## src/rtl/register_array_pq_pkg.sv

```systemverilog
`default_nettype none
// ============================================================================
//  Module   : register_array_pq_pkg
//  Brief    : Shared types and helpers for the register-array priority queue.
//  Revision : 1.0 - initial release
// ============================================================================
package register_array_pq_pkg;

    // Operation selected for the current cycle, after priority decode
    typedef enum logic [2:0] {
        OP_IDLE    = 3'd0,
        OP_PUSH    = 3'd1,
        OP_POP     = 3'd2,
        OP_REPLACE = 3'd3,
        OP_FLUSH   = 3'd4
    } op_e;

    // Width needed to hold a count of 0..depth
    function automatic int cnt_w(input int depth);
        return $clog2(depth + 1);
    endfunction

endpackage
`default_nettype wire

```

## src/rtl/register_array_pq_cmp.sv

```systemverilog
`default_nettype none
// ============================================================================
//  Module   : register_array_pq_cmp
//  Brief    : Per-slot "stays ahead" compare: slot is live and its key beats
//             or equals the incoming key. Ties keep the existing entry ahead,
//             which gives FIFO order among equal keys.
//  Revision : 1.0 - initial release
// ============================================================================
module register_array_pq_cmp #(
    parameter int KEY_WIDTH = 16,
    parameter int MAX_FIRST = 1
) (
    input  logic [KEY_WIDTH-1:0] i_slot_key,
    input  logic                 i_slot_valid,
    input  logic [KEY_WIDTH-1:0] i_new_key,
    output logic                 o_ahead
);

    if (MAX_FIRST != 0) begin : g_max
        assign o_ahead = i_slot_valid && (i_slot_key >= i_new_key);
    end else begin : g_min
        assign o_ahead = i_slot_valid && (i_slot_key <= i_new_key);
    end

endmodule
`default_nettype wire

```

## src/rtl/register_array_pq.sv

```systemverilog
`default_nettype none
// ============================================================================
//  Module   : register_array_pq
//  Brief    : Sorted register-array priority queue with per-slot valid bits,
//             key/payload split, max- or min-first ordering and flush.
//             Slot 0 always holds the highest-priority live entry.
//  Options  : REGISTER_ARRAY_PQ_STATS_EN adds o_peak (count high-water mark).
//  Revision : 1.0 - initial release
// ============================================================================
module register_array_pq
    import register_array_pq_pkg::*;
#(
    parameter int QUEUE_SIZE = 8,
    parameter int KEY_WIDTH  = 16,
    parameter int DATA_WIDTH = 16,
    parameter int MAX_FIRST  = 1
) (
    input  logic                              i_CLK,
    input  logic                              i_RSTn,
    input  logic                              i_flush,
    input  logic                              i_push,
    input  logic                              i_pop,
    input  logic [KEY_WIDTH-1:0]              i_key,
    input  logic [DATA_WIDTH-1:0]             i_data,
    output logic                              o_full,
    output logic                              o_empty,
    output logic [$clog2(QUEUE_SIZE+1)-1:0]   o_count,
    output logic [KEY_WIDTH-1:0]              o_key,
    output logic [DATA_WIDTH-1:0]             o_data,
    output logic                              o_drop
`ifdef REGISTER_ARRAY_PQ_STATS_EN
    ,
    output logic [$clog2(QUEUE_SIZE+1)-1:0]   o_peak
`endif
);

    localparam int c_CNT_W = cnt_w(QUEUE_SIZE);

    logic                  valid_q [QUEUE_SIZE];
    logic                  valid_d [QUEUE_SIZE];
    logic [KEY_WIDTH-1:0]  key_q   [QUEUE_SIZE];
    logic [KEY_WIDTH-1:0]  key_d   [QUEUE_SIZE];
    logic [DATA_WIDTH-1:0] data_q  [QUEUE_SIZE];
    logic [DATA_WIDTH-1:0] data_d  [QUEUE_SIZE];
    logic [c_CNT_W-1:0]    count_q, count_d;
    logic                  drop_q, drop_d;

    logic [QUEUE_SIZE-1:0] w_ahead;
    logic [c_CNT_W-1:0]    w_pos_push;
    logic [c_CNT_W-1:0]    w_pos_repl;
    logic                  w_full, w_empty;
    op_e                   w_op;

    assign w_full  = (count_q == c_CNT_W'(QUEUE_SIZE));
    assign w_empty = (count_q == '0);

    // Thermometer of slots that stay ahead of the incoming key
    for (genvar i = 0; i < QUEUE_SIZE; i++) begin : g_cmp
        register_array_pq_cmp #(
            .KEY_WIDTH (KEY_WIDTH),
            .MAX_FIRST (MAX_FIRST)
        ) u_cmp (
            .i_slot_key   (key_q[i]),
            .i_slot_valid (valid_q[i]),
            .i_new_key    (i_key),
            .o_ahead      (w_ahead[i])
        );
    end

    // Insert position = population of the thermometer; for a replace the head
    // leaves first, so slot 0's contribution is removed (thermometer shape
    // guarantees slot 0 is set whenever any other slot is).
    always_comb begin
        w_pos_push = '0;
        for (int i = 0; i < QUEUE_SIZE; i++) begin
            w_pos_push = w_pos_push + c_CNT_W'(w_ahead[i]);
        end
        w_pos_repl = w_pos_push - c_CNT_W'(w_ahead[0]);
    end

    // Priority decode; no-op cases (pop empty, push full) collapse to idle
    always_comb begin
        w_op   = OP_IDLE;
        drop_d = 1'b0;
        if (i_flush) begin
            w_op = OP_FLUSH;
        end else if (i_push && i_pop) begin
            w_op = w_empty ? OP_PUSH : OP_REPLACE;
        end else if (i_push) begin
            if (w_full) drop_d = 1'b1;
            else        w_op   = OP_PUSH;
        end else if (i_pop) begin
            if (!w_empty) w_op = OP_POP;
        end
    end

    // Per-slot shift/insert mux
    for (genvar i = 0; i < QUEUE_SIZE; i++) begin : g_slot
        logic                  prv_v, nxt_v;
        logic [KEY_WIDTH-1:0]  prv_k, nxt_k;
        logic [DATA_WIDTH-1:0] prv_d, nxt_d;
        logic                  v_d;
        logic [KEY_WIDTH-1:0]  k_d;
        logic [DATA_WIDTH-1:0] d_d;

        if (i == 0) begin : g_bot
            assign prv_v = 1'b0;
            assign prv_k = '0;
            assign prv_d = '0;
        end else begin : g_prv
            assign prv_v = valid_q[i-1];
            assign prv_k = key_q[i-1];
            assign prv_d = data_q[i-1];
        end

        if (i == QUEUE_SIZE - 1) begin : g_top
            assign nxt_v = 1'b0;
            assign nxt_k = '0;
            assign nxt_d = '0;
        end else begin : g_nxt
            assign nxt_v = valid_q[i+1];
            assign nxt_k = key_q[i+1];
            assign nxt_d = data_q[i+1];
        end

        // Select the next content of this slot from hold/neighbour/new entry
        always_comb begin
            v_d = valid_q[i];
            k_d = key_q[i];
            d_d = data_q[i];
            unique case (w_op)
                OP_FLUSH: begin
                    v_d = 1'b0;
                    k_d = '0;
                    d_d = '0;
                end
                OP_PUSH: begin
                    if (c_CNT_W'(i) == w_pos_push) begin
                        v_d = 1'b1;
                        k_d = i_key;
                        d_d = i_data;
                    end else if (c_CNT_W'(i) > w_pos_push) begin
                        v_d = prv_v;
                        k_d = prv_k;
                        d_d = prv_d;
                    end
                end
                OP_POP: begin
                    v_d = nxt_v;
                    k_d = nxt_k;
                    d_d = nxt_d;
                end
                OP_REPLACE: begin
                    if (c_CNT_W'(i) < w_pos_repl) begin
                        v_d = nxt_v;
                        k_d = nxt_k;
                        d_d = nxt_d;
                    end else if (c_CNT_W'(i) == w_pos_repl) begin
                        v_d = 1'b1;
                        k_d = i_key;
                        d_d = i_data;
                    end
                end
                default: ;
            endcase
        end

        assign valid_d[i] = v_d;
        assign key_d[i]   = k_d;
        assign data_d[i]  = d_d;
    end

    // Live-entry counter
    always_comb begin
        count_d = count_q;
        unique case (w_op)
            OP_FLUSH: count_d = '0;
            OP_PUSH:  count_d = count_q + 1'b1;
            OP_POP:   count_d = count_q - 1'b1;
            default:  ;
        endcase
    end

    // State registers
    always_ff @(posedge i_CLK or negedge i_RSTn) begin
        if (!i_RSTn) begin
            for (int i = 0; i < QUEUE_SIZE; i++) begin
                valid_q[i] <= 1'b0;
                key_q[i]   <= '0;
                data_q[i]  <= '0;
            end
            count_q <= '0;
            drop_q  <= 1'b0;
        end else begin
            for (int i = 0; i < QUEUE_SIZE; i++) begin
                valid_q[i] <= valid_d[i];
                key_q[i]   <= key_d[i];
                data_q[i]  <= data_d[i];
            end
            count_q <= count_d;
            drop_q  <= drop_d;
        end
    end

`ifdef REGISTER_ARRAY_PQ_STATS_EN
    logic [c_CNT_W-1:0] peak_q, peak_d;

    assign peak_d = (count_d > peak_q) ? count_d : peak_q;

    // High-water mark of count; only reset clears it
    always_ff @(posedge i_CLK or negedge i_RSTn) begin
        if (!i_RSTn) peak_q <= '0;
        else         peak_q <= peak_d;
    end

    assign o_peak = peak_q;
`endif

    assign o_full  = w_full;
    assign o_empty = w_empty;
    assign o_count = count_q;
    assign o_key   = valid_q[0] ? key_q[0]  : '0;
    assign o_data  = valid_q[0] ? data_q[0] : '0;
    assign o_drop  = drop_q;

endmodule
`default_nettype wire

```

## config.mk

```make
export PLATFORM = sky130hd
export DESIGN_NAME = register_array_pq
export DESIGN_NICKNAME = d
export VERILOG_FILES = /design/src/rtl/register_array_pq_pkg.sv /design/src/rtl/register_array_pq_cmp.sv /design/src/rtl/register_array_pq.sv
export SDC_FILE = /design/constraint.sdc
export NUM_CORES = 1
export LEC_CHECK = 0
export ABC_AREA = 1
export CORE_MARGIN = 5
export CORE_UTILIZATION = 35
export DETAILED_ROUTE_END_ITERATION = 8
export SYNTH_ARGS = -nofsm -noshare
export SYNTH_HDL_FRONTEND = slang
export SYNTH_SLANG_ARGS = --single-unit
```

## constraint.sdc

```tcl
create_clock -name i_CLK -period 10.95 [get_ports i_CLK]
set_clock_uncertainty 0.2 [all_clocks]
set_input_delay 1.095 -clock i_CLK [delete_from_list [all_inputs] [get_ports i_CLK]]
set_output_delay 1.095 -clock i_CLK [all_outputs]
set_load 0.01 [all_outputs]
```

* After elaboration in Yosys (flattened, before gate mapping) *
Cells that the tools add are included.

operators by class
  reduce and logical (&&, ||, !) cells = 24
  order comparisons = 24
  mux-type cells = 133
  equality and inequality tests = 35
  $add $sub $neg = 10

operators by type and width
  cell                                                                             number
  16-bit 2-to-1 mux                                                                65
  16-bit case mux with 4 select lines                                              14
  16-bit greater-or-equal comparator                                               8
  16-bit case mux with 3 select lines                                              2
  3-bit inequality test (second input constant)                                    16
  1-bit 2-to-1 mux                                                                 37
  3-bit by 4-bit == test with 1-bit output (first input constant)                  8
  1-bit case mux with 4 select lines                                               7
  3-bit AND reduction                                                              8
  4-bit by 1-bit adder with 4-bit output                                           4
  2-bit by 4-bit == test with 1-bit output (first input constant)                  4
  3-bit by 4-bit greater-than comparator with 1-bit output (first input constant)  4
  3-bit by 4-bit < comparator with 1-bit output (first input constant)             4
  4-bit logical NOT                                                                3
  4-bit case mux with 3 select lines                                               1
  1-bit logical AND                                                                9
  3-bit 2-to-1 mux                                                                 3
  1-bit by 4-bit == test with 1-bit output (first input constant)                  2
  1-bit by 4-bit greater-than comparator with 1-bit output (first input constant)  2
  2-bit by 4-bit greater-than comparator with 1-bit output (first input constant)  2
  1-bit by 4-bit < comparator with 1-bit output (first input constant)             2
  2-bit by 4-bit < comparator with 1-bit output (first input constant)             2
  3-bit by 2-bit == test with 1-bit output (second input constant)                 2
  2-bit 2-to-1 mux                                                                 3
  other kinds (13)                                                                 14

word-level totals
  logic and storage cells = 252
  register bits = 269
  output and inout bits = 39

* Logic depth before layout (Yosys ltp) *
Gate-level depths: netlist of run 1.

  depth in word-level cells = 14
  depth in mapped cells = 31
  gate-level depth less buffers = 29

* Hierarchy *
From an unflattened synthesis of run 1, not the netlist that was laid out.

second synthesis, totals
  cell total of the unflattened synthesis = 3852
  area, all modules = 23686.5 um^2

modules (own cells, without submodules)
  module                 cells an instance  times used  area an instance (um^2)
  register_array_pq      3292               1           20223.1
  register_array_pq_cmp  70                 8           432.9

* Least setup slack after synthesis of run 1 *
OpenSTA, ideal clock, no wires.

  path type = input port to flip-flop
  start = in i_key[15]
  end = reg valid_q (netlist bit g_slot[6].nxt_v)
  library setup time = 65 ps
  arrival = 6278 ps
  required time = 10685 ps
  stages on the path = 26
  path buffers = 2
  setup slack = 4407 ps
  cell sequence = clkinv_1 ha_1 nand2_1 inv_1 nand3_1 nor3_1 nand3_1 nand3_1 nand2_1 fa_1 fa_1 fa_1 inv_1 ha_1 fa_1 inv_1 ha_1 nor2_1 nand3_1 nand3_1 nand2_1 inv_2 buf_2 buf_2 o21ai_0 nand2_1

between the ends
  word-level cells in the longest chain between the ends = 13
  elaborated cells on any way between the ends = 34

ends and longest elaborated chain
  what                                                                                                              line                                                source
  from (decl)                                                                                                       register_array_pq.sv:23                             input logic [KEY_WIDTH-1:0] i_key,
  16-bit greater-or-equal comparator                                                                                register_array_pq_cmp.sv:20                         assign o_ahead = i_slot_valid && (i_slot_key >= i_new_key);
  1-bit logical AND                                                                                                 register_array_pq_cmp.sv:20
  1-bit by 1-bit adder with 2-bit output                                                                            register_array_pq.sv:76                             w_pos_push = w_pos_push + c_CNT_W'(w_ahead[i]);
  2-bit by 1-bit adder with 3-bit output                                                                            register_array_pq.sv:76
  3-bit by 1-bit adder with 4-bit output                                                                            register_array_pq.sv:76
  4-bit by 1-bit adder with 4-bit output (4 in series)                                                              register_array_pq.sv:76
  4-bit by 1-bit subtractor with 4-bit output                                                                       register_array_pq.sv:78                             w_pos_repl = w_pos_push - c_CNT_W'(w_ahead[0]);
  3-bit by 4-bit < comparator with 1-bit output / 3-bit by 4-bit == test with 1-bit output (equally long branches)  register_array_pq.sv:154, register_array_pq.sv:158
  3-bit inequality test (no line) / 1-bit 2-to-1 mux (equally long branches)                                        n/a
  3-bit AND reduction (no line) / 1-bit case mux with 3 select lines (equally long branches)                        n/a
  to (signal, indexed assignment)                                                                                   register_array_pq.sv:196                            valid_q[i] <= valid_d[i];
  to (decl)                                                                                                         register_array_pq.sv:39                             logic valid_q [QUEUE_SIZE];

Several ways; a longest one is shown, not always the timed one.
A chain may end at the register's enable or synchronous reset.

* Worst setup path after layout of run 1 *
  start = in i_key[15]
  end = reg data_q (netlist bit g_slot[0].nxt_d[8])

between the ends
  word-level cells in the longest chain between the ends = 13
  elaborated cells on any way between the ends = 34

ends and longest elaborated chain
  what                                                                                                              line                                                source
  16-bit greater-or-equal comparator                                                                                register_array_pq_cmp.sv:20
  1-bit logical AND                                                                                                 register_array_pq_cmp.sv:20
  1-bit by 1-bit adder with 2-bit output                                                                            register_array_pq.sv:76
  2-bit by 1-bit adder with 3-bit output                                                                            register_array_pq.sv:76
  3-bit by 1-bit adder with 4-bit output                                                                            register_array_pq.sv:76
  4-bit by 1-bit adder with 4-bit output (4 in series)                                                              register_array_pq.sv:76
  4-bit by 1-bit subtractor with 4-bit output                                                                       register_array_pq.sv:78
  1-bit by 4-bit < comparator with 1-bit output / 1-bit by 4-bit == test with 1-bit output (equally long branches)  register_array_pq.sv:154, register_array_pq.sv:158
  16-bit 2-to-1 mux / 3-bit inequality test (equally long branches)                                                 n/a
  16-bit case mux with 4 select lines / 3-bit AND reduction (equally long branches)                                 n/a
  to (signal, indexed assignment)                                                                                   register_array_pq.sv:198                            data_q[i] <= data_d[i];
  to (decl)                                                                                                         register_array_pq.sv:43                             logic [DATA_WIDTH-1:0] data_q [QUEUE_SIZE];

Several ways; a longest one is shown, not always the timed one.

==> metrics.csv, run 1 <==
metric,value,unit
Setup CP Type,in -> reg,
Leakage Power,13.39,nW
Total Wirelength,92740,µm
layout cell share with drive strength beyond 1,4.223,%
CTS Buffer Depth,3,
most frequent cell after synthesis,nand2_1,
xor/xnor cell area share of the yosys netlist,0.07546,%
final period utilization,81.29,%
final instance area,25660,µm²
final slew viol count,0,
mux share of post-synthesis cell area,0,%
number of global-route vias before repair,23500,
hold depth,2,
Worst Path Required,11240,ps
hold bufs inserted after CTS,0,
clk_lat worst skew,570,ps
clk sinks,269,
Die Height,267.5,µm
post-CTS setup buffers,0,
pre-CTS WS,1633,ps
Synth area leader,dfrtp_1,
main flop type after synthesis,dfrtp_1,
combinational share of power,43.0,%
#FFs+latches synth,269,
Initial Util,35.31,%
Max H-tree Level,2,
WL per Instance,19.92,µm
worst path arrival time,9190,ps
Worst slew margin,22.84,%
Area after DPL,24490,µm²
DRC viols,0,
clock share of power,27.6,%
Synth Area in Simple Gates,39.30,%
"EDFF count, synth",0,
GR Util All Layers,25.28,%
largest family of logic cells by synthesized area,simple AND/OR/NAND/NOR gates,
Int Pwr,2.373,mW
top cell type's share of synthesized area,29.00,%
most frequent cell on the critical path,nand2_1,
Peak Freq,112.3,MHz
setup TNS,0,ps
Hold Path Class,reg -> reg,
total number of yosys warnings,0,
syn_nets,4000,
Sw Share,46.58,%
Die ar.,71570,µm²
sequential element share of the synthesized area,29.00,%
register area,6731,µm²
Max-Cap Viols,0,
DR vias,25220,
largest net degree at the start of global routing,130,
R2R depth,28,
outcome,finished clean,
Worst Max-Slew Pin Slew,1156,ps
final setup fails,0,
register share of total power,29.3,%
First DRT Iteration DRCs,3197,
NumNets Final,3946,
area share of fa/ha/maj cells after synthesis,7.708,%
CTS tree,built,
Worst setup EP type,register,
Mapped Area,23210,µm²
DRT Pass-1 Iters,6,
RSZ-0062 raised after global routing,no,
Switch Pwr,2.070,mW
CP Max Fanout,63,
I/O pins,76,
"Clk pin slew, worst setup/hold paths",60,ps
multi-input logic area,13840,µm²
port buffer count,75,
CTS Buf Count,35,
Placer Congestion,0.9240,
post-layout minimum cycle time,8901,ps
peak supply drop,0.1505,mV
root buf cell,clkbuf_16,
P&R area growth vs syn,10.55,%
Synth Area per Inst,6.072,µm²
post-cts resize count,0,
critical path's slowest cell,clkdlybuf4s50_1,
initial antenna violation count,5,
Setup crit start kind,primary input,
most instantiated cells after synthesis,"nand2_1, nand3_1, inv_1",
FILL cells,7106,
fin worst setup slack,2049,ps
first-pass GRT wire length,142400,µm
async set or reset register ratio after synthesis,100.0,%
Post-Syn Instances,3823,
Final Hold Fails,0,
largest cells by area after synthesis,"dfrtp_1, nand2_1, nand3_1",
post-synthesis compound-gate area fraction,12.27,%
Core Area,65750,µm²
CP max stage delay,690,ps
Yosys cell types,34,
Die W,267.5,µm
vias per cell,5.417,
row cnt,94,
post-DP HPWL,60110,µm
Pwr Density,173.1,nW/µm²
global route overflow,0,
DRT antenna net count,0,
-- power groups by stage --
stage	Combinational [mW]	Clock (mW)	Sequential, mW
3_5_place_dp	1.87	0	1.31
3_3_place_gp	1.86	0	1.32
6_report	1.91	1.23	1.30
2_1_floorplan	1.24	0	1.25
4_1_cts	1.87	1.25	1.30
5_1_grt	2.09	1.28	1.32
-- worst paths after layout --
| kind | startpoint | to | slack, ps |
|---|---|---|---|
| hold / removal | g_slot[2].nxt_d[2]$_DFFE_PN0P_ | g_slot[2].nxt_d[2]$_DFFE_PN0P_ | 280 |
| min in group asynchronous | i_RSTn | g_slot[1].prv_d[12]$_DFFE_PN0P_ | 370 |
| max in group asynchronous | i_RSTn | g_slot[6].nxt_k[1]$_DFFE_PN0P_ | 8800 |
| hold reg to reg | g_slot[2].nxt_d[2]$_DFFE_PN0P_ | g_slot[2].nxt_d[2]$_DFFE_PN0P_ | 280 |
| setup / recovery | i_key[15] | g_slot[0].nxt_d[8]$_DFFE_PN0P_ | 2050 |
| setup reg to reg | g_slot[2].nxt_k[14]$_DFFE_PN0P_ | g_slot[0].nxt_d[8]$_DFFE_PN0P_ | 3770 |
-- placed cells by master, fill, tap and decap left out, types with 3 or more instances in the layout --
cell type | synthesis | final
bufinv_16 | 0 | 4
a21oi_1 | 175 | 175
fa_1 | 5 | 5
nand4_1 | 7 | 7
nand2_1 | 1562 | 1557
nor2_4 | 2 | 5
o21ai_1 | 56 | 56
ha_1 | 135 | 135
clkbuf_8 | 0 | 5
a22oi_1 | 32 | 32
nor2_2 | 10 | 12
o211ai_1 | 13 | 13
clkinv_1 | 17 | 17
buf_4 | 17 | 51
clkinv_2 | 0 | 5
nand2_2 | 5 | 9
clkbuf_16 | 0 | 37
dfrtp_1 | 269 | 269
nor2_1 | 65 | 60
nor3_1 | 11 | 11
inv_2 | 12 | 9
clkbuf_1 | 76 | 5
inv_1 | 416 | 416
nand3_2 | 10 | 10
nand3_1 | 529 | 528
clkdlybuf4s50_1 | 0 | 74
diode_2 | 0 | 3
o21ai_0 | 263 | 263
-- worst max-delay path, delay by kind of cell --
kind	cells	cell delay, ps
adder cells (fa/ha/maj)	7	3250
AND/OR/NAND/NOR	15	1890
buffers and inverters	8	2880
-- cell families after synthesis --
| logic type | count (synthesis) |
|---|---|
| AND/OR/NAND/NOR | 2205 |
| buffers and inverters | 663 |
| AO/OA/AOI/OAI | 544 |
| flip-flops | 269 |
| adder cells (fa/ha/maj) | 140 |
| XOR/XNOR | 2 |
-- routing by layer --
| layer | share of wire (%) | global-route usage, % | vias up |
|---|---|---|---|
| li1 | - | - | 12080 |
| met1 | 44 | 36.22 | 11670 |
| met2 | 42 | 37.54 | 1260 |
| met3 | 11 | 6.596 | 209 |
| met4 | 3.0 | 7.575 | 2 |
| met5 | 0.014 | 0 | - |
-- through the flow --
step	hold WS (ps)	utilization (%)	std cells	power [mW]
floorplan	248.8	-	3823	2.486
global placement	262.0	37.25	4596	3.176
detailed placement	264.5	37.25	4596	3.182
CTS	280.9	39.02	4653	4.416
global route	297.5	39.03	4656	4.689
finish	279.0	39.03	4656	4.443
-- flip-flops by register name, summed over array words and instances (netlist names) --
name	flops
g_slot.prv_v	1
g_slot.nxt_v	7
g_slot.prv_d	16
g_slot.nxt_k	112
o_count	4
o_drop	1
g_slot.nxt_d	112
g_slot.prv_k	16
-- final cells by class --
| type | instances | area share [%] |
|---|---|---|
| sequential | 269 | 26.23 |
| tap | 864 | 4.213 |
| antenna | 3 | 0.02925 |
| inverter | 445 | 6.548 |
| timing repair buffer | 127 | 4.515 |
| clock inverter | 10 | 0.5997 |
| multi-input combinational | 2891 | 53.92 |
| clock buffer | 47 | 3.949 |
Power figures use the tool's default switching activity.
==> run 2: changes to the inputs <==
clock period = 9.1 ns   (was 10.95 ns; I/O delays follow)
==> run 2 against run 1 <==
Against the previous run:
- core utilization is 0.46 points higher
- first-iteration DRC count is 11% lower
- clock power is 18% higher
- via count is 0.88% lower
- cell area is 1.2% higher
- count of clock-buffer cells in the layout is 11 higher
- sequential share of layout area is 0.31 points lower
- routed wire length is 2.6% lower
- combinational power is 20% higher
- sequential cell count stayed put
- sequential power is 19% higher
- worst setup slack worse by 1000 ps
- largest cell class unchanged
==> metrics.csv, run 2 (synthesis gave the netlist of run 1 again) <==
metric,value,unit,change
outcome,finished clean,,
I/O pins,76,,unchanged
Die ar.,71570,µm²,unchanged
vias per cell,5.322,,-1.8%
Die Height,267.5,µm,unchanged
Hold Path Class,in -> async,,
Initial Util,35.31,%,unchanged
first-pass GRT wire length,142000,µm,-0.30%
GR Util All Layers,24.86,%,-0.42 points
hold bufs inserted after CTS,0,,unchanged
Max-Cap Viols,0,,unchanged
global route overflow,0,,unchanged
row cnt,94,,unchanged
Setup crit start kind,primary input,,
setup TNS,0,ps,unchanged
most frequent cell on the critical path,nand3_1,,
CP top delay family,adder cells,,
Core Area,65750,µm²,unchanged
Max H-tree Level,2,,unchanged
Worst Path Required,9390,ps,-1850 ps
WL per Instance,19.23,µm,-3.4%
FILL cells,6972,,-1.9%
CP max stage delay,790,ps,+100 ps
post-cts resize count,0,,unchanged
Setup CP Type,in -> reg,,
post-CTS setup buffers,0,,unchanged
Peak Freq,123.6,MHz,
Worst Max-Slew Pin Slew,1189,ps,+32.76 ps
RSZ-0062 raised after global routing,no,,
First DRT Iteration DRCs,2860,,-11%
P&R area growth vs syn,11.86,%,
largest net degree at the start of global routing,93,,-28%
"commonest non-fill, non-tap cell in the layout",nand2_1,,
WP buf/inv,7,,-1
DRT Pass-1 Iters,5,,-1
port buffer count,75,,unchanged
Leakage Power,13.58,nW,+1.4%
DR vias,25000,,-0.88%
CTS Buf Count,35,,unchanged
layout cell share with drive strength beyond 1,5.168,%,+0.95 points
final slew viol count,0,,unchanged
"Clk pin slew, worst setup/hold paths",60,ps,about the same
NumNets Final,3982,,+0.91%
final instance area,25970,µm²,+1.2%
number of global-route vias before repair,23330,,-0.73%
DRT antenna net count,0,,unchanged
Worst setup EP type,register,,
root buf cell,clkbuf_16,,
CTS tree,built,,
Pwr Density,204.3,nW/µm²,+18%
Total Wirelength,90360,µm,-2.6%
Die W,267.5,µm,unchanged
CTS Buffer Depth,3,,unchanged
initial antenna violation count,5,,unchanged
clk sinks,269,,unchanged
worst path arrival time,8370,ps,-820 ps
most frequent cells in the layout,"nand2_1, nand3_1, inv_1, dfrtp_1, o21ai_0",,
clk_lat worst skew,570,ps,about the same
critical path's slowest cell,clkdlybuf4s50_1,,
Worst slew margin,20.73,%,-2.1 points
post-DP HPWL,59880,µm,-0.39%
Placer Congestion,0.9164,,-0.82%
DRC viols,0,,unchanged
post-layout minimum cycle time,8088,ps,
peak supply drop,0.1270,mV,-16%
final period utilization,88.88,%,
final setup fails,0,,unchanged
Area after DPL,24790,µm²,+1.2%
Final Hold Fails,0,,unchanged
CP Max Fanout,32,,-49%
-- run 2: cell types whose count changed in the layout (fill, tap and decap cells not counted), moves of 2 or more --
cell / previous run / this run
buf_12: 1 / 4
clkinv_2: 5 / 3
nand2_2: 9 / 7
nand2_1: 1557 / 1559
bufinv_16: 4 / 0
buf_4: 51 / 84
clkbuf_8: 5 / 15
clkbuf_1: 5 / 7
-- run 2: area by class of cell --
class	count	area (µm²)	area share (%)
multi-input combinational	2891	13830	53.25
timing repair buffer	163	1466	5.647
clock buffer	58	1134	4.366
antenna	3	7.507	0.02891
tap	864	1081	4.163
clock inverter	5	40.04	0.1542
sequential	269	6731	25.92
inverter	445	1680	6.471
-- run 2: worst paths after layout --
kind / from / end / slack, ps / cells past startpoint
max in group asynchronous: i_RSTn / g_slot[6].nxt_k[1]$_DFFE_PN0P_ / 7120 / 2
max reg2reg: g_slot[1].prv_k[1]$_DFFE_PN0P_ / g_slot[1].prv_k[10]$_DFFE_PN0P_ / 2150 / 25
min reg2reg: g_slot[1].nxt_d[0]$_DFFE_PN0P_ / g_slot[1].nxt_d[0]$_DFFE_PN0P_ / 280 / 2
min in group i_CLK: g_slot[1].nxt_d[0]$_DFFE_PN0P_ / g_slot[1].nxt_d[0]$_DFFE_PN0P_ / 280 / 2
max: i_key[14] / g_slot[1].prv_k[10]$_DFFE_PN0P_ / 1010 / 28
min: i_RSTn / g_slot[0].nxt_d[7]$_DFFE_PN0P_ / 110 / 1
-- run 2: per-layer routing --
metal	GRT usage (%)	vias to the layer above	part of all wire, %	routed length (µm)
li1	-	12180	-	-
met1	37.33	11480	46	41250
met2	36.41	1180	42	37630
met3	4.814	157	10	9089
met4	6.817	2	2.6	2377
met5	0	-	0.014	13
-- run 2: per-stage QoR --
step	power, mW	worst slack [ps]	instances	hold WS [ps]	util [%]
6_report	5.304	1012	4698	108.9	39.49
3_3_place_gp	3.810	827.5	4632	261.0	37.70
2_1_floorplan	2.991	2742	3823	248.8	-
4_1_cts	5.283	1193	4695	130.8	39.48
5_1_grt	5.615	653.6	4698	153.9	39.49
3_5_place_dp	3.821	618.0	4632	264.7	37.70
-- run 2: power breakdown --
part,internal [mW],leakage (nW),switching (mW)
clock,0.850,0.583,0.598
combinational,0.621,9.28,1.68
sequential,1.37,3.72,0.184
